--- src/rtl/mem_port_arbiter.sv ---
// mem_port_arbiter: shares one single-port memory between the CPU datapath
// and a HOST (loader/debug) port. CPU has priority, and a streak counter
// guarantees the HOST a grant after HOST_STARVE back-to-back CPU grants.
//
// Ports:
//   clk, rst_n                     clock, async active-low reset
//   cpu_req/we/addr/wdata          CPU request (held until cpu_ack)
//   cpu_ack, cpu_rdata             CPU completion pulse, read data (held)
//   host_req/we/addr/wdata         HOST request (held until host_ack)
//   host_ack, host_rdata           HOST completion pulse, read data (held)
//   mem_en/we/addr/wdata           memory strobe and latched access fields
//   mem_rdata                      memory read data, MEM_LAT cycles after mem_en
//   busy                           high whenever the FSM is not idle
//   owner                          0 = CPU, 1 = HOST for current/last grant
module mem_port_arbiter #(
    parameter int unsigned DATA_W      = 16,
    parameter int unsigned ADDR_W      = 8,
    parameter int unsigned MEM_LAT     = 1,
    parameter int unsigned HOST_STARVE = 4
) (
    input  logic              clk,
    input  logic              rst_n,
    input  logic              cpu_req,
    input  logic              cpu_we,
    input  logic [ADDR_W-1:0] cpu_addr,
    input  logic [DATA_W-1:0] cpu_wdata,
    output logic              cpu_ack,
    output logic [DATA_W-1:0] cpu_rdata,
    input  logic              host_req,
    input  logic              host_we,
    input  logic [ADDR_W-1:0] host_addr,
    input  logic [DATA_W-1:0] host_wdata,
    output logic              host_ack,
    output logic [DATA_W-1:0] host_rdata,
    output logic              mem_en,
    output logic              mem_we,
    output logic [ADDR_W-1:0] mem_addr,
    output logic [DATA_W-1:0] mem_wdata,
    input  logic [DATA_W-1:0] mem_rdata,
    output logic              busy,
    output logic              owner
);

    localparam logic [1:0] ST_IDLE  = 2'd0;
    localparam logic [1:0] ST_ISSUE = 2'd1;
    localparam logic [1:0] ST_WAIT  = 2'd2;
    localparam logic [1:0] ST_RESP  = 2'd3;

    // MEM_LAT is 1..4, so a 2-bit counter of elapsed wait cycles suffices.
    localparam int unsigned CNT_W = 2;
    localparam int unsigned STK_W = (HOST_STARVE < 1) ? 1 : $clog2(HOST_STARVE + 1);
    localparam logic [CNT_W-1:0] LAT_LAST = CNT_W'(MEM_LAT - 1);
    localparam logic [STK_W-1:0] STK_MAX  = STK_W'(HOST_STARVE);

    logic [1:0]        state_q,      state_d;
    logic              we_q,         we_d;
    logic [ADDR_W-1:0] addr_q,       addr_d;
    logic [DATA_W-1:0] wdata_q,      wdata_d;
    logic              owner_q,      owner_d;
    logic [STK_W-1:0]  streak_q,     streak_d;
    logic [CNT_W-1:0]  lat_cnt_q,    lat_cnt_d;
    logic              mem_en_q,     mem_en_d;
    logic              cpu_ack_q,    cpu_ack_d;
    logic              host_ack_q,   host_ack_d;
    logic [DATA_W-1:0] cpu_rdata_q,  cpu_rdata_d;
    logic [DATA_W-1:0] host_rdata_q, host_rdata_d;
    logic              busy_q,       busy_d;
    logic              grant_host;

    // Next-state, arbitration and registered-output logic.
    always_comb begin
        state_d      = state_q;
        we_d         = we_q;
        addr_d       = addr_q;
        wdata_d      = wdata_q;
        owner_d      = owner_q;
        streak_d     = streak_q;
        lat_cnt_d    = lat_cnt_q;
        mem_en_d     = 1'b0;
        cpu_ack_d    = 1'b0;
        host_ack_d   = 1'b0;
        cpu_rdata_d  = cpu_rdata_q;
        host_rdata_d = host_rdata_q;
        grant_host   = 1'b0;

        case (state_q)
            ST_IDLE: begin
                if (!host_req) begin
                    streak_d = '0;
                end
                if (cpu_req || host_req) begin
                    // HOST wins when alone, or when the CPU streak has hit the guard.
                    grant_host = host_req &&
                                 (!cpu_req || ((HOST_STARVE != 0) && (streak_q == STK_MAX)));
                    if (grant_host) begin
                        we_d     = host_we;
                        addr_d   = host_addr;
                        wdata_d  = host_wdata;
                        owner_d  = 1'b1;
                        streak_d = '0;
                    end else begin
                        we_d    = cpu_we;
                        addr_d  = cpu_addr;
                        wdata_d = cpu_wdata;
                        owner_d = 1'b0;
                        if (host_req && (streak_q != STK_MAX)) begin
                            streak_d = streak_q + 1'b1;
                        end
                    end
                    mem_en_d = 1'b1;
                    state_d  = ST_ISSUE;
                end
            end
            ST_ISSUE: begin
                lat_cnt_d = '0;
                if (we_q) begin
                    state_d    = ST_RESP;
                    cpu_ack_d  = !owner_q;
                    host_ack_d = owner_q;
                end else begin
                    state_d = ST_WAIT;
                end
            end
            ST_WAIT: begin
                if (lat_cnt_q == LAT_LAST) begin
                    // Last wait cycle: mem_rdata is valid now.
                    if (owner_q) begin
                        host_rdata_d = mem_rdata;
                    end else begin
                        cpu_rdata_d = mem_rdata;
                    end
                    state_d    = ST_RESP;
                    cpu_ack_d  = !owner_q;
                    host_ack_d = owner_q;
                end else begin
                    lat_cnt_d = lat_cnt_q + 1'b1;
                end
            end
            ST_RESP: begin
                state_d = ST_IDLE;
            end
            default: begin
                state_d = ST_IDLE;
            end
        endcase

        busy_d = (state_d != ST_IDLE);
    end

    // State and output registers.
    always_ff @(posedge clk or negedge rst_n) begin
        if (!rst_n) begin
            state_q      <= ST_IDLE;
            we_q         <= 1'b0;
            addr_q       <= '0;
            wdata_q      <= '0;
            owner_q      <= 1'b0;
            streak_q     <= '0;
            lat_cnt_q    <= '0;
            mem_en_q     <= 1'b0;
            cpu_ack_q    <= 1'b0;
            host_ack_q   <= 1'b0;
            cpu_rdata_q  <= '0;
            host_rdata_q <= '0;
            busy_q       <= 1'b0;
        end else begin
            state_q      <= state_d;
            we_q         <= we_d;
            addr_q       <= addr_d;
            wdata_q      <= wdata_d;
            owner_q      <= owner_d;
            streak_q     <= streak_d;
            lat_cnt_q    <= lat_cnt_d;
            mem_en_q     <= mem_en_d;
            cpu_ack_q    <= cpu_ack_d;
            host_ack_q   <= host_ack_d;
            cpu_rdata_q  <= cpu_rdata_d;
            host_rdata_q <= host_rdata_d;
            busy_q       <= busy_d;
        end
    end

    assign cpu_ack    = cpu_ack_q;
    assign cpu_rdata  = cpu_rdata_q;
    assign host_ack   = host_ack_q;
    assign host_rdata = host_rdata_q;
    assign mem_en     = mem_en_q;
    assign mem_we     = we_q;
    assign mem_addr   = addr_q;
    assign mem_wdata  = wdata_q;
    assign busy       = busy_q;
    assign owner      = owner_q;

endmodule

--- config.mk ---
export PLATFORM = sky130hd
export DESIGN_NAME = mem_port_arbiter
export DESIGN_NICKNAME = d
export VERILOG_FILES = /design/src/rtl/mem_port_arbiter.sv
export SDC_FILE = /design/constraint.sdc
export NUM_CORES = 1
export LEC_CHECK = 0
export ABC_CLOCK_PERIOD_IN_PS = 2490
export BUFFER_PORTS_ARGS = -buffer_cell sky130_fd_sc_hd__buf_2
export CAP_MARGIN = 20
export CORE_ASPECT_RATIO = 1.5
export CORE_MARGIN = 10
export CORE_UTILIZATION = 45
export DETAILED_ROUTE_END_ITERATION = 16
export GPL_TIMING_DRIVEN = 0
export PLACE_DENSITY = 0.77
export SLEW_MARGIN = 20
export SYNTH_ARGS = -nofsm -noshare
export SYNTH_HDL_FRONTEND = slang
export SYNTH_SLANG_ARGS = --single-unit
--- constraint.sdc ---
create_clock -name clk -period 2.49 [get_ports clk]
set_input_delay 0.3735 -clock clk [delete_from_list [all_inputs] [get_ports clk]]
set_output_delay 0.3735 -clock clk [all_outputs]
set_load 0.02 [all_outputs]
==> Yosys cells after proc, flatten, opt, wreduce, memory -nomap -nowiden <==
Cells that the tools add are included.
{ "word_totals": {"ff_bits": 69, "latchBits": 0, "ramBits": 0, "n_memories": 0, "out_inout_bits": 62, "input_bits": 70, "elab_cells": 58, "romBits": 0} }
{ "op_classes": {"eq_ne": 6, "shifts": 0, "muxes": 22, "n_reduce_logical": 14, "magnitude_cmp": 0, "mul": 0, "addsub": 2, "div": 0, "n_bitwise": 1} }
{ "ops": {"columns": ["op", "n"], "rows": [
  ["16-bit two-way mux", 1],
  ["3-bit two-way mux", 4],
  ["1-bit two-way mux", 9],
  ["8-bit two-way mux", 1],
  ["2-bit case mux with 4 select lines", 1],
  ["2-bit two-way mux", 3],
  ["3-bit AND reduction", 2],
  ["2-bit equality test (second input constant)", 2],
  ["2-bit logical NOT", 2],
  ["1-bit case mux with 2 select lines", 2],
  ["2-bit case mux with 2 select lines", 1],
  ["2-bit AND reduction", 2],
  ["2-bit nonzero test", 2],
  ["3-bit by 1-bit adder with 3-bit output (second input constant)", 1],
  ["3-bit equality test (second input constant)", 1],
  ["3-bit inequality test (second input constant)", 1],
  ["2-bit by 1-bit adder with 2-bit output (second input constant)", 1],
  ["2-bit by 1-bit equality test with 1-bit output (second input constant)", 1],
  ["1-bit logical AND", 2],
  ["1-bit logical NOT", 2],
  ["1-bit logical OR", 2],
  ["2-bit inequality test (second input constant)", 1],
  ["1-bit inverter", 1]
]} }

==> Logic depth before layout (Yosys ltp) <==
Gate-level depths: netlist (run 1).
{ "depth": {"depth_word": 5, "depth_mapped": 6, "ltp_nobuf": 5} }

==> Least setup slack after synthesis (run 1) <==
No wires, ideal clock.
{ "synth_timing": {"path_kind": "register -> register", "startpoint": "reg state_q[0]", "endpoint": "reg host_rdata_q[0], in the netlist host_rdata[0]", "t_arrival_ns": 1.447, "synth_period_minus_slack_ns": 1.572, "slack_ns": 0.918, "setup_ns": 0.125, "path_stages_with_launch": 7, "required_time_ns": 2.365, "n_path_buf": 2, "path_cell_list": "dfrtp_1 inv_1 ha_1 buf_2 nand3_2 buf_2 mux2_2"} }
{ "synth_between": {"elab_chain_len": 2} }
{ "synth_rtl": {"columns": ["element", "line_no", "text"], "rows": [
  ["start: declaration", "55", "logic [1:0] state_q, state_d;"],
  ["start signal: assignment", "167", "state_q <= state_d;"],
  ["2-bit equality test", "86", "case (state_q)"],
  ["3-bit AND reduction (no source line)", null, null],
  ["end signal: assignment", "178", "host_rdata_q <= host_rdata_d;"],
  ["end: declaration", "66", "logic [DATA_W-1:0] host_rdata_q, host_rdata_d;"]
]} }
Every way passes these cells.
A chain may end at the register's enable or synchronous reset.

==> Worst setup path in the final report (run 1) <==
{ "layout_timing": {"startpoint": "reg state_q[0]", "endpoint": "reg host_rdata_q[8], in the netlist host_rdata[8]"} }
Same word-level chain as after synthesis.

==> results of run 1 <==
what timing repair did:
action,4_1_cts,5_1_grt
hold endpoints to repair,22,0
hold buffers,1,0
setup endpoints to repair,0,0
state kept, by name (all words and copies together), names as in the netlist, 2 cells and up:
signal,flops
state_q,2
mem_wdata,16
cpu_rdata,16
streak_q,3
host_rdata,16
lat_cnt_q,2
mem_addr,8
cell usage in the layout, fill, tap and decap left out, drive strengths merged, types with 4 or more instances in the layout:
cell type	n
clkbuf	10
buf	141
and2	25
inv	8
ha	7
mux2	34
a221o	25
nand2	8
dfrtp	69
nand3	4
how the worst max path moves through the flow:
| stage | start | to |
|---|---|---|
| floorplan | state_q[0] | host_rdata[0] |
| global placement | state_q[0] | cpu_rdata[13] |
| detailed placement | state_q[0] | host_rdata[8] |
| CTS | state_q[0] | host_rdata[11] |
| global route | state_q[0] | host_rdata[8] |
| finish | state_q[0] | host_rdata[8] |
stage by stage:
| stage | util [%] | cells |
|---|---|---|
| 3_5_place_dp | 58.0 | 418 |
| 3_3_place_gp | 57.5 | 417 |
| 5_1_grt | 61.8 | 434 |
| 4_1_cts | 61.8 | 434 |
| 6_report | 61.8 | 434 |
| 2_1_floorplan | - | 211 |
layout make-up:
type / instances / area, um2
clock inverter: 6 / 113
multi-input combinational: 123 / 1110
tap: 76 / 95.1
sequential: 69 / 1730
clock buffer: 9 / 124
fill: 519 / 2460
buffer: 11 / 92.6
inverter: 8 / 30.0
timing repair buffer: 132 / 691
per-layer routing:
| metal | global-route usage (%) | wire [um] |
|---|---|---|
| met1 | 16.6 | 3080 |
| met2 | 24.8 | 3680 |
| met3 | 5.32 | 650 |
| met4 | 5.79 | 116 |
| met5 | 0 | 0 |
power groups by stage:
| stage | Clock [mW] | Sequential [mW] | Combinational [mW] |
|---|---|---|---|
| after floorplan | 0 | 2.52 | 1.11 |
| after global placement | 0 | 1.90 | 2.55 |
| after detailed placement | 0 | 1.92 | 2.61 |
| after CTS | 1.10 | 1.91 | 2.61 |
| after global routing | 1.15 | 1.97 | 2.80 |
| final | 1.07 | 1.90 | 2.56 |
cells by family after synthesis:
logic type | count (synthesis) | synth area share (%)
adders and majority gates | 7 | 2.96
and+or+nand+nor | 43 | 8.67
muxes | 34 | 12.9
DFF | 69 | 58.4
xor gates and xnor gates | 1 | 0.296
buffers and inverters | 19 | 4.14
AOI/OAI and AO/OA | 38 | 12.6
critical path, stage by stage (launching register included):
cell and delay (ns):
sky130_fd_sc_hd__dfrtp_1 0.37, sky130_fd_sc_hd__inv_1 0.09, sky130_fd_sc_hd__ha_1 0.19, sky130_fd_sc_hd__buf_2 0.16, sky130_fd_sc_hd__nand3_2 0.17, sky130_fd_sc_hd__buf_2 0.31
sky130_fd_sc_hd__mux2_2 0.37
==> results.yml, run 1 <==
sta:
  timing.final.hold_violations: 0
  grt_setup_unrepaired: "no"
  post-route-period-util_pct: 72.1
  final-setup-viol-count: 0
  max_freq_mhz: 557
  finalSetupTns_ns: 0
  skew_ns: 0.00710
  drv_slew: 0
  worst_slew_margin_rel_pct: 78.6
  timing.final.crit_period_ns: 1.80
  timing.final.ws_setup_ns: 0.694
  worst_pin_slew_ns: 0.321
  worst_hold_slack_ns: 0.266
route:
  post_drt_wl_per_cell_um: 17.3
  firstDrtPassIters: 4
  detailroute.via_count: 2239
  remaining_drc_errors: 0
  mean_number_of_vias_per_cell: 5.16
  drt.antenna.violating_nets: 0
  detail_route.wirelength_mm: 7.53
  drt_iter0_drc: 80
global_routing:
  gr-total-overflow: 0
  globalRouteTotalUtil_pct: 14.8
  grt_pass1_wl_mm: 12.4
  grt_antenna_before_repair: 0
  vias_in_the_first_global_route: 2554
  grt_start_max_net_pins: 48
min_path:
  worstHoldPathType: "in -> reg"
  worst_hold_path.num_cells: 2
  min_delay_src: "host_wdata[15]"
  min_delay_worst_endpoint: "mem_wdata[15]"
setup_path:
  path_max_fanout: 10
  r2r_slack_ns: 0.69
  rr_endpoint: "host_rdata[8]"
  r2r_cells: 6
  cp-end-kind: "flip-flop"
  worst_endpoint_data_arrival_time_ns: 2.01
  crit_type: "reg -> reg"
  required_ns: 2.70
  r2r-start: "state_q[0]"
  critical_path.startpoint_type: "flip-flop"
floorplan:
  die_area_um2: 10300
  initial_core_util_pct: 45.9
  core-area_um2: 6440
  ioPinCount: 132
  placement_rows: 36
  floorplan.die.width_um: 86.2
  fp.dieH_um: 119
clock_network:
  clk_pin_slew_worst_paths_ns: 0.07
  tritoncts: "built"
  cts.path.max_buffers: 2
  numCtsBuffers: 9
  tritoncts_num_sinks: 69
  htreeDepth: 3
  clk_root_buffer_cell: "sky130_fd_sc_hd__clkbuf_8"
  post-cts-setup-buffer-count: 0
  cts_resized: 0
  worstSkewPairLatency_ns: 0.34
synthesis:
  synth_commonest_cells: "sky130_fd_sc_hd__dfrtp_1, sky130_fd_sc_hd__mux2_2, sky130_fd_sc_hd__a221o_1"
  synthesis.area_per_instance_um2: 14.0
  yosys.area.top_type: "sky130_fd_sc_hd__dfrtp_1"
  post_synthesis_cell_area_um2: 2960
  synth_top_flop_cell: "sky130_fd_sc_hd__dfrtp_1"
  net_count_after_synthesis: 288
  yosys.area.top_type_share_pct: 58.4
  cell_with_the_most_instances_after_synthesis: "sky130_fd_sc_hd__dfrtp_1"
  synth_sequential_area_ratio_pct: 58.4
  yosysWarnings: 0
  netlist_top_cells_area: "sky130_fd_sc_hd__dfrtp_1, sky130_fd_sc_hd__mux2_2, sky130_fd_sc_hd__a221o_1, sky130_fd_sc_hd__ha_1, sky130_fd_sc_hd__buf_6"
  synth-async-reset-ratio_pct: 100
  synth-edff-count: 0
  syn_inst: 211
  synth.distinct_cells: 29
  postSynthRegisterBits: 69
place:
  dpl_cell_area_um2: 3730
  place.port_buffers: 130
  place.detailed.hpwl_mm: 5.90
  gp_congestion: 0.742
  pre_cts_ws_ns: 0.690
power:
  total_leakage_power_nw: 2.00
  p_sw_mw: 2.10
  cell_internal_pwr_mw: 3.44
  sequentialPowerShare_pct: 34.4
  power_per_cell_area_nw_per_um2: 1390
  fin_total_pwr_mw: 5.54
  comb_power_share_pct: 46.3
  power_frac_clock_pct: 19.3
  switching_share_pct: 37.9
  vdd_ir_drop_max_v: 0.000566
final_layout:
  num_antenna_cells: 0
  layout-drive-gt1-share_pct: 57.5
  final_net_count: 431
  synthesis_to_layout_area_growth_pct: 34.5
  post-route-cell-area_um2: 3980
run:
  cap_violations: 0
status:
  outcome: "finished clean"
Note: power is estimated with default switching activity, not from simulation.
==> inputs of run 2 (changes only) <==
- ABC_CLOCK_PERIOD_IN_PS: 2490 -> 1700
- clock period: 2.49 -> 1.7 ns (I/O delays scaled with it)
==> run 2 against run 1 <==
- cell count up 2.1%
- sequential power up 47%
- final area rose by 3.0%
==> results.yml, run 2 (synthesis gave the netlist of run 1 again) <==
floorplan:
  placement_rows: 36
  die_area_um2: 10300
  fp.dieH_um: 119
  floorplan.die.width_um: 86.2
  initial_core_util_pct: 45.9
  ioPinCount: 132
  core-area_um2: 6440
final_layout:
  synthesis_to_layout_area_growth_pct: 38.5
  fill_cells: 505
  post-route-cell-area_um2: 4100
  final_net_count: 440
  final_cell_mix: "sky130_fd_sc_hd__buf_2, sky130_fd_sc_hd__dfrtp_1, sky130_fd_sc_hd__mux2_2, sky130_fd_sc_hd__a221o_1"
  num_antenna_cells: 0
  final_util_pct: 63.6
  layout-drive-gt1-share_pct: 59.1
  layout_commonest_cell: "sky130_fd_sc_hd__buf_2"
sta:
  skew_ns: 0.00711
  worst_slew_margin_rel_pct: 78.7
  drv_slew: 0
  max_freq_mhz: 634
  worst_hold_slack_ns: 0.146
  grt_setup_unrepaired: "no"
  timing.final.hold_violations: 0
  timing.final.ws_setup_ns: 0.124
  final-setup-viol-count: 0
  timing.final.crit_period_ns: 1.58
  post-route-period-util_pct: 92.7
  worst_pin_slew_ns: 0.320
route:
  mean_number_of_vias_per_cell: 5.21
  drt.antenna.violating_nets: 0
  detailroute.via_count: 2309
  detail_route.wirelength_mm: 7.72
  drt_iter0_drc: 89
  remaining_drc_errors: 0
  firstDrtPassIters: 4
  post_drt_wl_per_cell_um: 17.4
global_routing:
  grt_antenna_before_repair: 0
  grt_pass1_wl_mm: 12.4
  grt_start_max_net_pins: 48
  vias_in_the_first_global_route: 2557
  gr-total-overflow: 0
  globalRouteTotalUtil_pct: 14.8
min_path:
  worst_hold_path.num_cells: 2
  min_delay_src: "host_wdata[15]"
  worstHoldPathType: "in -> reg"
  min_delay_worst_endpoint: "mem_wdata[15]"
power:
  power_frac_clock_pct: 18.9
  p_sw_mw: 3.16
  total_leakage_power_nw: 2.05
  switching_share_pct: 37.8
  power_per_cell_area_nw_per_um2: 2040
  vdd_ir_drop_max_v: 0.000829
  comb_power_share_pct: 47.6
  sequentialPowerShare_pct: 33.5
  cell_internal_pwr_mw: 5.19
clock_network:
  tritoncts_num_sinks: 69
  numCtsBuffers: 9
  htreeDepth: 3
  clk_pin_slew_worst_paths_ns: 0.07
  cts.path.max_buffers: 2
  worstSkewPairLatency_ns: 0.34
  tritoncts: "built"
  clk_root_buffer_cell: "sky130_fd_sc_hd__clkbuf_8"
setup_path:
  path_max_fanout: 10
  required_ns: 1.92
  critical-path-slowest-cell: "sky130_fd_sc_hd__dfrtp_1"
  worst_endpoint_data_arrival_time_ns: 1.79
  cpPeakStageDelay_ns: 0.40
  crit_type: "reg -> reg"
  critical_path.startpoint_type: "flip-flop"
  r2r-start: "state_q[0]"
  r2r_slack_ns: 0.12
  r2r_cells: 6
  rr_endpoint: "host_rdata[11]"
  cp_cell_sequence: "inv_2 > ha_1 > clkbuf_4 > nand3_4 > buf_8 > mux2_2"
  cp-end-kind: "flip-flop"
  cpLargestDelayFamily: "buffers and inverters"
  critical_path_buf_inv_count: 3
place:
  place.port_buffers: 130
  place.detailed.hpwl_mm: 5.90
  pre_cts_ws_ns: -0.0999
  gp_congestion: 0.742
  dpl_cell_area_um2: 3730
run:
  cap_violations: 0
status:
  outcome: "finished clean"
[run 2: changes by cell type in the layout (fill, tap and decap cells not counted), moves of 2 or more]
cell,before,now
sky130_fd_sc_hd__buf_2,133,130
sky130_fd_sc_hd__buf_4,1,10
sky130_fd_sc_hd__buf_8,0,2
sky130_fd_sc_hd__nand3_2,2,0
sky130_fd_sc_hd__nand3_4,0,2
[run 2: final cells by class]
class                           instances  area (um2)  share of cell area, %
Tap cell                               76        95.1                   2.32
Inverter                                8        30.0                  0.733
Multi-Input combinational cell        123        1140                   27.7
Timing Repair Buffer                  141         758                   18.5
Sequential cell                        69        1730                   42.1
Buffer                                 11         115                   2.81
Clock inverter                          6         113                   2.75
Clock buffer                            9         124                   3.02
[run 2: power groups by stage]
stage	registers, mW	logic, mW	clock network [mW]
finish	2.80	3.97	1.57
global route	2.89	4.32	1.68
CTS	2.79	3.85	1.61
detailed placement	2.81	3.82	0
global placement	2.78	3.73	0
floorplan	3.69	1.63	0
[run 2: metrics by stage]
| step | power, mW | setup TNS (ns) | cells |
|---|---|---|---|
| after floorplan | 5.32 | 0 | 211 |
| after global placement | 6.51 | -1.26 | 417 |
| after detailed placement | 6.63 | -2.01 | 418 |
| final | 8.35 | 0 | 443 |
| after global routing | 8.89 | 0 | 443 |
| after CTS | 8.25 | -0.599 | 434 |
[run 2: routing by layer]
metal | share of wire [%] | routed length (um) | up-vias | track usage [%]
met3 | 8.5 | 656 | 11 | 5.32
met2 | 49 | 3770 | 101 | 24.8
met5 | 0 | 0 | - | 0
met1 | 41 | 3180 | 1127 | 16.6
li1 | - | - | 1070 | -
met4 | 1.5 | 116 | 0 | 5.79
[run 2: timing repair]
action | in CTS | in global routing
gates resized for setup | 3 | 9
endpoints found under the hold margin | 22 | 0
buffers inserted | 0 | 9
pin swaps | 0 | 1
hold buffers | 1 | 0
endpoints found under the setup margin | 40 | 40
[run 2: worst max-delay path by stage]
| stage | cells after the start | startpoint | slack, ns | to |
|---|---|---|---|---|
| floorplan | 6 | state_q[0] | 0.13 | host_rdata[0] |
| global placement | 6 | state_q[0] | -0.07 | cpu_rdata[13] |
| detailed placement | 6 | state_q[0] | -0.1 | host_rdata[8] |
| CTS | 6 | state_q[0] | -0.04 | host_rdata[11] |
| global route | 6 | state_q[0] | 0.03 | mem_wdata[9] |
| finish | 6 | state_q[0] | 0.12 | host_rdata[11] |
==> inputs of run 3 (changes only) <==
- CORE_UTILIZATION: 45 -> 25
- PLACE_DENSITY: 0.77 -> not set
==> run 3 against run 2 <==
- register-to-register slack worse by 0.05 ns
- critical endpoint is now cpu_rdata[6]
- sequential share of layout area is 0.83 points lower
- routed wire length is 8.3% higher
- worst setup slack worse by 0.049 ns
- combinational power hardly changed
- largest cell class unchanged
- non-clock buffer count is 4 lower
- global-route usage is 4.8 points lower
==> results.yml, run 3 (synthesis gave the netlist of run 1 again) <==
place:
  gp_congestion: 0.683
  placed_cells_incl_taps: 492
  place.port_buffers: 130
  place.detailed.hpwl_mm: 6.46
  dpl_cell_area_um2: 3830
route:
  drt_iter0_drc: 41
  detail_route.wirelength_mm: 8.37
  remaining_drc_errors: 0
  detailroute.via_count: 2299
  firstDrtPassIters: 4
  mean_number_of_vias_per_cell: 4.47
  post_drt_wl_per_cell_um: 16.3
  drt.antenna.violating_nets: 0
setup_path:
  required_ns: 1.90
  endpoint: "cpu_rdata[6]"
  worst_endpoint_data_arrival_time_ns: 1.83
  worst_setup_path_startpoint: "state_q[0]"
  cp-end-kind: "flip-flop"
  critical_path.startpoint_type: "flip-flop"
  r2r-start: "state_q[0]"
  path_max_fanout: 10
  r2r_slack_ns: 0.07
  r2r_cells: 6
  crit_type: "reg -> reg"
  rr_endpoint: "cpu_rdata[6]"
final_layout:
  final_util_pct: 36.3
  finish.cell_count_without_fillers: 514
  synthesis_to_layout_area_growth_pct: 41.3
  num_antenna_cells: 0
  layout_commonest_cell: "sky130_fd_sc_hd__buf_2"
  post-route-cell-area_um2: 4180
  final_net_count: 436
  final_cell_mix: "sky130_fd_sc_hd__buf_2, sky130_fd_sc_hd__dfrtp_1, sky130_fd_sc_hd__mux2_2, sky130_fd_sc_hd__a221o_1, sky130_fd_sc_hd__and2_1"
  fill_cells: 1183
  layout-drive-gt1-share_pct: 58.2
global_routing:
  grt_pass1_wl_mm: 13.1
  vias_in_the_first_global_route: 2572
  grt_start_max_net_pins: 57
  globalRouteTotalUtil_pct: 10.0
  grt_antenna_before_repair: 0
  gr-total-overflow: 0
clock_network:
  worstSkewPairLatency_ns: 0.32
  numCtsBuffers: 9
  htreeDepth: 3
  clk_root_buffer_cell: "sky130_fd_sc_hd__clkbuf_16"
  cts.path.max_buffers: 2
  tritoncts_num_sinks: 69
  tritoncts: "built"
  clk_pin_slew_worst_paths_ns: 0.06
floorplan:
  fp.dieH_um: 153
  ioPinCount: 132
  initial_core_util_pct: 25.7
  die_area_um2: 16700
  placement_rows: 48
  floorplan.die.width_um: 109
  core-area_um2: 11500
power:
  total_leakage_power_nw: 2.04
  switching_share_pct: 38.3
  power_per_cell_area_nw_per_um2: 2000
  vdd_ir_drop_max_v: 0.000759
  sequentialPowerShare_pct: 33.3
  power_frac_clock_pct: 19.6
  cell_internal_pwr_mw: 5.16
  comb_power_share_pct: 47.1
  p_sw_mw: 3.20
sta:
  worst_pin_slew_ns: 0.311
  grt_setup_unrepaired: "no"
  drv_slew: 0
  worst_slew_margin_rel_pct: 79.2
  skew_ns: 0.00773
  finalSetupTns_ns: 0
  final-setup-viol-count: 0
  max_freq_mhz: 615
  timing.final.hold_violations: 0
  post-route-period-util_pct: 95.6
  timing.final.crit_period_ns: 1.63
run:
  cap_violations: 0
status:
  outcome: "finished clean"
min_path:
  worstHoldPathType: "in -> reg"
-- run 3: cell count changes in the layout (fill, tap and decap cells not counted), sizes merged --
cell      change
clkinvlp      +1
buf           -3
clkinv        +1
clkbuf        +1
bufinv        -3
-- run 3: worst min path at each step --
stage / to / from / slack, ns / cells after the start
after floorplan: busy / rst_n / -0.04 / 0
after global placement: cpu_rdata[7] / cpu_rdata[7] / 0.48 / 1
after detailed placement: mem_wdata[5] / rst_n / 0.13 / 1
after CTS: mem_wdata[0] / host_wdata[0] / 0.14 / 2
after global routing: mem_wdata[9] / host_wdata[9] / 0.15 / 2
final: mem_addr[6] / host_addr[6] / 0.16 / 2
-- run 3: layout make-up --
type                            instances  area [um2]  area share, %
Sequential cell                        69        1730           41.3
Clock inverter                          5        27.5          0.658
Buffer                                 11         111           2.66
Multi-Input combinational cell        123        1140           27.2
Clock buffer                           11         233           5.57
Tap cell                              150         188           4.49
Timing Repair Buffer                  137         728           17.4
Inverter                                8        30.0          0.718
-- run 3: per-stage QoR --
stage                     hold slack (ns)  power [mW]  worst slack [ns]
after floorplan                   -0.0406        5.32             0.128
after global placement              0.482        6.57            -0.128
after detailed placement            0.126        6.68            -0.185
after CTS                           0.140        8.44           0.00779
after global routing                0.146        8.94           0.00677
final                               0.156        8.36            0.0747
-- run 3: power by group through the flow --
stage                     clock [mW]  combinational (mW)  sequential [mW]
after global routing            1.78                4.28             2.88
final                           1.63                3.94             2.78
after CTS                       1.71                3.94             2.79
after detailed placement           0                3.89             2.80
after global placement             0                3.78             2.78
after floorplan                    0                1.63             3.69
-- run 3: layer usage --
| layer | vias to the layer above | GRT usage (%) | part of all wire (%) |
|---|---|---|---|
| li1 | 1066 | - | - |
| met1 | 1130 | 10.2 | 39 |
| met2 | 96 | 17.2 | 50 |
| met3 | 7 | 4.80 | 9.4 |
| met4 | 0 | 3.84 | 1.4 |
| met5 | - | 0 | 0 |
-- run 3: timing repair --
action	in CTS	in global routing
buffers inserted	0	5
endpoints found under the hold margin	13	0
pin swaps	1	1
gates resized for setup	7	4
hold buffers	1	0
setup endpoints to repair	40	40
-- run 3: worst max-delay path, cell delays in order (launching register included) --
cell and delay (ns):
sky130_fd_sc_hd__dfrtp_1 0.38, sky130_fd_sc_hd__inv_2 0.08, sky130_fd_sc_hd__ha_1 0.20, sky130_fd_sc_hd__buf_4 0.17, sky130_fd_sc_hd__nand3_4 0.13, sky130_fd_sc_hd__buf_6 0.18, sky130_fd_sc_hd__mux2_2 0.34
